$ cat config.mk
export PLATFORM = sky130hd
export DESIGN_NAME = camera_wr_packer
export DESIGN_NICKNAME = d
export VERILOG_FILES = /design/src/rtl/camera_wr_packer.sv
export SDC_FILE = /design/constraint.sdc
export NUM_CORES = 2
export LEC_CHECK = 0
export CORE_MARGIN = 2
export CORE_UTILIZATION = 35
export DETAILED_ROUTE_END_ITERATION = 7
export PLACE_DENSITY_LB_ADDON = 0.08
export SLEW_MARGIN = 10
export SYNTH_ARGS = -nofsm -noshare
export SYNTH_HDL_FRONTEND = slang
export SYNTH_SLANG_ARGS = --single-unit
$ cat constraint.sdc
create_clock -name clk_133M -period 39.5 [get_ports clk_133M]
set_clock_uncertainty 0.2 [all_clocks]
set_input_delay 11.85 -clock clk_133M [delete_from_list [all_inputs] [get_ports clk_133M]]
set_output_delay 11.85 -clock clk_133M [all_outputs]
set_load 0.005 [all_outputs]
$ cat src/rtl/camera_wr_packer.sv
// camera_wr_packer: packs eight RGB565 pixels into one 128-bit DDR word and
// issues single-cycle, registered write requests to the DDR request arbiter.
// A small staging buffer decouples pixel packing from arbiter back-pressure.
// Optional double buffering is enabled by defining CAM_PACK_DBUF_EN: the
// frame base then alternates between FRAME_BASE_0 and FRAME_BASE_1 on every
// completed frame; otherwise the base is fixed to FRAME_BASE_0.
module camera_wr_packer #(
    parameter logic [24:0] FRAME_BASE_0    = 25'h0000000,
    parameter logic [24:0] FRAME_BASE_1    = 25'h0040000,
    parameter int          WORDS_PER_FRAME = 38400,
    parameter int          STAGE_DEPTH     = 4
) (
    input  logic         clk_133M,
    input  logic         rst_133M,
    input  logic         init_done,
    input  logic         frame_start,
    input  logic         pixel_valid,
    input  logic [15:0]  pixel_data,
    input  logic         ram_busy,
    output logic         camera_wr_req,
    output logic [24:0]  camera_wr_address,
    output logic [127:0] camera_wr_data,
    output logic         frame_done,
    output logic         active_buf,
    output logic         overflow
);
    localparam int          AW        = (STAGE_DEPTH > 1) ? $clog2(STAGE_DEPTH) : 1;
    localparam logic [AW:0] DEPTH_CNT = (AW + 1)'(STAGE_DEPTH);
    localparam logic [24:0] LAST_IDX  = 25'(WORDS_PER_FRAME - 1);

    typedef enum logic [1:0] {WAIT_SOF, CAPTURE, DRAIN} state_t;

    state_t        state_reg;
    logic [2:0]    pix_cnt_reg;
    logic [24:0]   word_idx_reg;
    logic          pend_valid_reg;
    logic          pend_last_reg;
    logic [24:0]   pend_addr_reg;
    logic [127:0]  pend_data_reg;
    logic [AW:0]   wr_ptr_reg;
    logic [AW:0]   rd_ptr_reg;
    logic          done_seen_reg;

    // Staging buffer storage (no reset; validity is carried by the pointers)
    logic [24:0]   stage_addr_mem [STAGE_DEPTH];
    logic [127:0]  stage_data_mem [STAGE_DEPTH];
    logic          stage_last_mem [STAGE_DEPTH];

    // Lanes 0..6 of the word being assembled; lane 7 comes straight from pixel_data
    logic [111:0]  lanes;

    logic          sof_accept;
    logic          take_pixel;
    logic [2:0]    lane_sel;
    logic          word_done;
    logic [AW:0]   stage_cnt;
    logic          stage_full;
    logic          stage_empty;
    logic          push_ok;
    logic          issue;
    logic [24:0]   base_addr;

    // A frame start is honoured in any state once DDR is initialised; a pixel
    // arriving with it becomes lane 0 of the new frame.
    assign sof_accept  = frame_start & init_done;
    assign take_pixel  = pixel_valid & (sof_accept | (state_reg == CAPTURE));
    assign lane_sel    = sof_accept ? 3'd0 : pix_cnt_reg;
    assign word_done   = take_pixel & (lane_sel == 3'd7);
    assign stage_cnt   = wr_ptr_reg - rd_ptr_reg;
    assign stage_full  = (stage_cnt == DEPTH_CNT);
    assign stage_empty = (wr_ptr_reg == rd_ptr_reg);
    assign push_ok     = pend_valid_reg & ~stage_full & ~sof_accept;
    // The previous request blocks this cycle, so requests never run back-to-back
    assign issue       = ~camera_wr_req & ~stage_empty & ~ram_busy & init_done & ~sof_accept;
    assign base_addr   = active_buf ? FRAME_BASE_1 : FRAME_BASE_0;

    genvar gi;
    generate
        for (gi = 0; gi < 7; gi++) begin : g_lane
            logic [15:0] lane_reg;
            // Capture the pixel destined for this lane
            always_ff @(posedge clk_133M or posedge rst_133M) begin
                if (rst_133M) begin
                    lane_reg <= '0;
                end else if (take_pixel && (lane_sel == 3'(gi))) begin
                    lane_reg <= pixel_data;
                end
            end
            assign lanes[16*gi +: 16] = lane_reg;
        end
    endgenerate

    // Write the pending packed word into the staging buffer
    always_ff @(posedge clk_133M) begin
        if (push_ok) begin
            stage_addr_mem[wr_ptr_reg[AW-1:0]] <= pend_addr_reg;
            stage_data_mem[wr_ptr_reg[AW-1:0]] <= pend_data_reg;
            stage_last_mem[wr_ptr_reg[AW-1:0]] <= pend_last_reg;
        end
    end

    // Frame FSM, packing counters, staging pointers and registered request outputs
    always_ff @(posedge clk_133M or posedge rst_133M) begin
        if (rst_133M) begin
            state_reg         <= WAIT_SOF;
            pix_cnt_reg       <= '0;
            word_idx_reg      <= '0;
            pend_valid_reg    <= 1'b0;
            pend_last_reg     <= 1'b0;
            pend_addr_reg     <= '0;
            pend_data_reg     <= '0;
            wr_ptr_reg        <= '0;
            rd_ptr_reg        <= '0;
            done_seen_reg     <= 1'b0;
            camera_wr_req     <= 1'b0;
            camera_wr_address <= '0;
            camera_wr_data    <= '0;
            frame_done        <= 1'b0;
            overflow          <= 1'b0;
        end else begin
            camera_wr_req <= 1'b0;
            frame_done    <= 1'b0;
            if (sof_accept) begin
                // New frame (or abort): drop partial word, pending word and staging
                state_reg      <= CAPTURE;
                pix_cnt_reg    <= pixel_valid ? 3'd1 : 3'd0;
                word_idx_reg   <= '0;
                pend_valid_reg <= 1'b0;
                wr_ptr_reg     <= '0;
                rd_ptr_reg     <= '0;
                done_seen_reg  <= 1'b0;
            end else begin
                if (pend_valid_reg) begin
                    pend_valid_reg <= 1'b0;
                    word_idx_reg   <= word_idx_reg + 25'd1;
                    if (stage_full) begin
                        overflow <= 1'b1;
                        // A dropped last word must still let the frame finish draining
                        if (pend_last_reg) begin
                            done_seen_reg <= 1'b1;
                        end
                    end else begin
                        wr_ptr_reg <= wr_ptr_reg + 1'b1;
                    end
                end
                if (take_pixel) begin
                    pix_cnt_reg <= pix_cnt_reg + 3'd1;
                    if (word_done) begin
                        pend_valid_reg <= 1'b1;
                        pend_last_reg  <= (word_idx_reg == LAST_IDX);
                        pend_addr_reg  <= base_addr + word_idx_reg;
                        pend_data_reg  <= {pixel_data, lanes};
                        if (word_idx_reg == LAST_IDX) begin
                            state_reg <= DRAIN;
                        end
                    end
                end
                if (issue) begin
                    camera_wr_req     <= 1'b1;
                    camera_wr_address <= stage_addr_mem[rd_ptr_reg[AW-1:0]];
                    camera_wr_data    <= stage_data_mem[rd_ptr_reg[AW-1:0]];
                    frame_done        <= stage_last_mem[rd_ptr_reg[AW-1:0]];
                    rd_ptr_reg        <= rd_ptr_reg + 1'b1;
                    if (stage_last_mem[rd_ptr_reg[AW-1:0]]) begin
                        done_seen_reg <= 1'b1;
                    end
                end
                if ((state_reg == DRAIN) && stage_empty && !pend_valid_reg && done_seen_reg) begin
                    state_reg     <= WAIT_SOF;
                    done_seen_reg <= 1'b0;
                end
            end
        end
    end

`ifdef CAM_PACK_DBUF_EN
    logic active_buf_reg;

    // Flip to the other frame buffer each time a frame's last word is requested
    always_ff @(posedge clk_133M or posedge rst_133M) begin
        if (rst_133M) begin
            active_buf_reg <= 1'b0;
        end else if (!sof_accept && issue && stage_last_mem[rd_ptr_reg[AW-1:0]]) begin
            active_buf_reg <= ~active_buf_reg;
        end
    end

    assign active_buf = active_buf_reg;
`else
    assign active_buf = 1'b0;
`endif

endmodule

==> flow_summary.ini <==
[run_status]
status = complete, no violations

[setup_path]
path_cells = clkdlybuf4s50_1 > and2_1 > buf_4 > nor4_1 > and2_4 > buf_4 > buf_4
critical_path_class = primary input to register
cpPeakStageDelay_ns = 0.89
crit_family = buffers and inverters
crit_buf_inv = 4
critPathRequiredTime_ns = 39.59
slowest_stage = buf_4
arrival_ns = 16.19
path_common_cell = buf_4
cp-start-kind = primary input
end_kind = register
critPathMaxFanout = 56

[timing]
setup_viol = 0
fin_crit_sh = 0.408
rsz0062_at_grt = false
final_hold_viol_count = 0
period_needed_ns = 16.10
final-max-slew-violation-count = 0
final.setup.tns_ns = 0
fmax_ghz = 0.0621
slew_headroom = 0.216
layout_setup_ws_ns = 23.40
worst_slew_pin_slew_ns = 1.17

[detailed_routing]
routedWlPerCell_microns = 23.6
routed_wl_microns = 89200
first_pass_iters = 5
vias = 18600
avgViaCountPerCell = 4.93
ant_nets = 0
drc = 0
drt-initial-drc-count = 1033

[cts]
root_buffer = clkbuf_16
worstSkewPairLatency_ns = 0.68
clockBufferDepth = 3
cts.hold.buffers_added = 0
cts_made_buffers = 117
cts_resized = 0
postCtsSetupRepairBufs = 0
clk_pin_slew_ns = 0.06
cts.sink_count = 1076
cts_tree = yes
cts_max_level = 3

[grt]
grt_max_degree = 111
antenna_found_initial = 14
overflow = 0
first_global_vias = 20100
globalRouteTotalUtil = 0.155
grt_pass1_wl_microns = 134000

[cells_and_area]
layout-drive-gt1-share = 0.348
area_growth_pct = 18.6
largest_reg_flops = 512
post-route-cell-area_sq_mm = 0.0472
nFillCells = 9941
multi_input_area_sq_mm = 0.00940
nNetsFinal = 2204
seq_area_sq_mm = 0.0300

[synth]
synth.top_cells.by_count = edfxtp_1, dfrtp_1, mux2_2
yosys.area.top_type_share = 0.465
ys_warn_count = 0
ys_seq_area_frac = 0.754
synthArstFlopShare = 0.428
ys_seq_elements = 1076
synthCells = 1933
synthTopCellsByArea = edfxtp_1, dfrtp_1, mux2_2
syn_nets = 1964
syn_area_sq_mm = 0.0398
yosysMostFrequentCell = edfxtp_1
synth-edff-count = 616
synthFlopType = edfxtp_1
synth_area_leader_cell = edfxtp_1
synthDistinctLibCells = 48
avgSynthCellArea_sq_um = 20.6

[floorplan]
pin_count = 179
fp.dieH_microns = 341
initial_core_util = 0.353
rows = 123
die_x_microns = 341
core_region_area_sq_mm = 0.113
dieArea_sq_mm = 0.116

[placement]
placed_cell_area_sq_mm = 0.0434
dp_slack_ns = 22.70
place_hpwl_microns = 48500
io_buffers = 177
gp_congestion = 0.702

[min_path]
hp-class = register to register

[pwr]
power_mw = 3.19
ir_drop_mv = 0.0377
p_per_area_mw_per_mm2 = 67.6
leakagePower_nw = 17.7

[job]
cap_viol_max_count = 0
==> per-layer routing <==
layer / GRT usage / share of wire
met2: 0.259 / 0.49
met3: 0.0226 / 0.039
met5: 0 / 0
met4: 0.0399 / 0.017
met1: 0.214 / 0.45
==> per-stage QoR <==
stage,hold slack [ns],utilization,instances
floorplan,0.254,-,1933
global placement,0.280,0.385,3554
detailed placement,0.284,0.385,3554
CTS,0.283,0.419,3777
global route,0.309,0.419,3777
finish,0.292,0.419,3778
==> where the power goes <==
| group | switching (mW) | leakage, nW | internal, mW |
|---|---|---|---|
| sequential | 0.149 | 11.8 | 1.43 |
| combinational | 0.186 | 4.00 | 0.358 |
| clock | 0.439 | 1.90 | 0.635 |
| total | 0.774 | 17.7 | 2.42 |
==> path summary, 6_finish.rpt <==
| kind | start | end | slack, ns | depth (start not counted) |
|---|---|---|---|---|
| setup reg to reg | rd_ptr_reg[1] | stage_data_mem[3][17] | 33.63 | 8 |
| min in group asynchronous | rst_133M | camera_wr_data[62] | 11.42 | 2 |
| setup / recovery | init_done | stage_data_mem[3][17] | 23.40 | 7 |
| hold reg to reg | g_lane[1].lane_reg[1] | pend_data_reg[17] | 0.29 | 1 |
| max in group asynchronous | rst_133M | g_lane[1].lane_reg[13] | 23.97 | 6 |
| hold / removal | g_lane[1].lane_reg[1] | pend_data_reg[17] | 0.29 | 1 |
==> cell families (layout without fill, tap and decap cells) <==
group	Yosys count	in the layout	share of synthesized area
AOI/OAI and AO/OA	44	44	0.00660
and+or+nand+nor	114	114	0.0161
adders and majority gates	9	9	0.00283
muxes	575	575	0.206
DFF	1076	1076	0.754
xor gates and xnor gates	17	17	0.00374
buffers and inverters	97	441	0.0107
other	1	2	0.0000942
==> area by class of cell <==
type	count	area share
sequential	1076	0.636
multi-input combinational	760	0.199
clock buffer	165	0.0719
timing repair buffer	205	0.0428
tap	1500	0.0397
clock inverter	58	0.00954
inverter	13	0.00130
antenna	1	0.0000530
==> layout by cell type, fill, tap and decap left out, drive strengths merged, types with 5 or more instances in the layout <==
| cell | synthesis | routed |
|---|---|---|
| nand4 | 9 | 9 |
| xor2 | 9 | 9 |
| clkinv | 0 | 46 |
| mux4 | 154 | 154 |
| inv | 13 | 16 |
| edfxtp | 616 | 616 |
| and3 | 5 | 5 |
| bufinv | 0 | 6 |
| xnor2 | 8 | 8 |
| a21oi | 16 | 16 |
| nor2 | 23 | 23 |
| clkdlybuf4s50 | 0 | 177 |
| dfrtp | 460 | 460 |
| o21ai | 12 | 12 |
| nor3 | 6 | 6 |
| mux2 | 417 | 417 |
| or3 | 10 | 10 |
| and2 | 8 | 8 |
| ha | 9 | 9 |
| clkbuf | 23 | 165 |
| nand2 | 21 | 21 |
| nand3 | 8 | 8 |
| nor4 | 6 | 6 |
| buf | 61 | 28 |
Power figures use the tool's default switching activity.
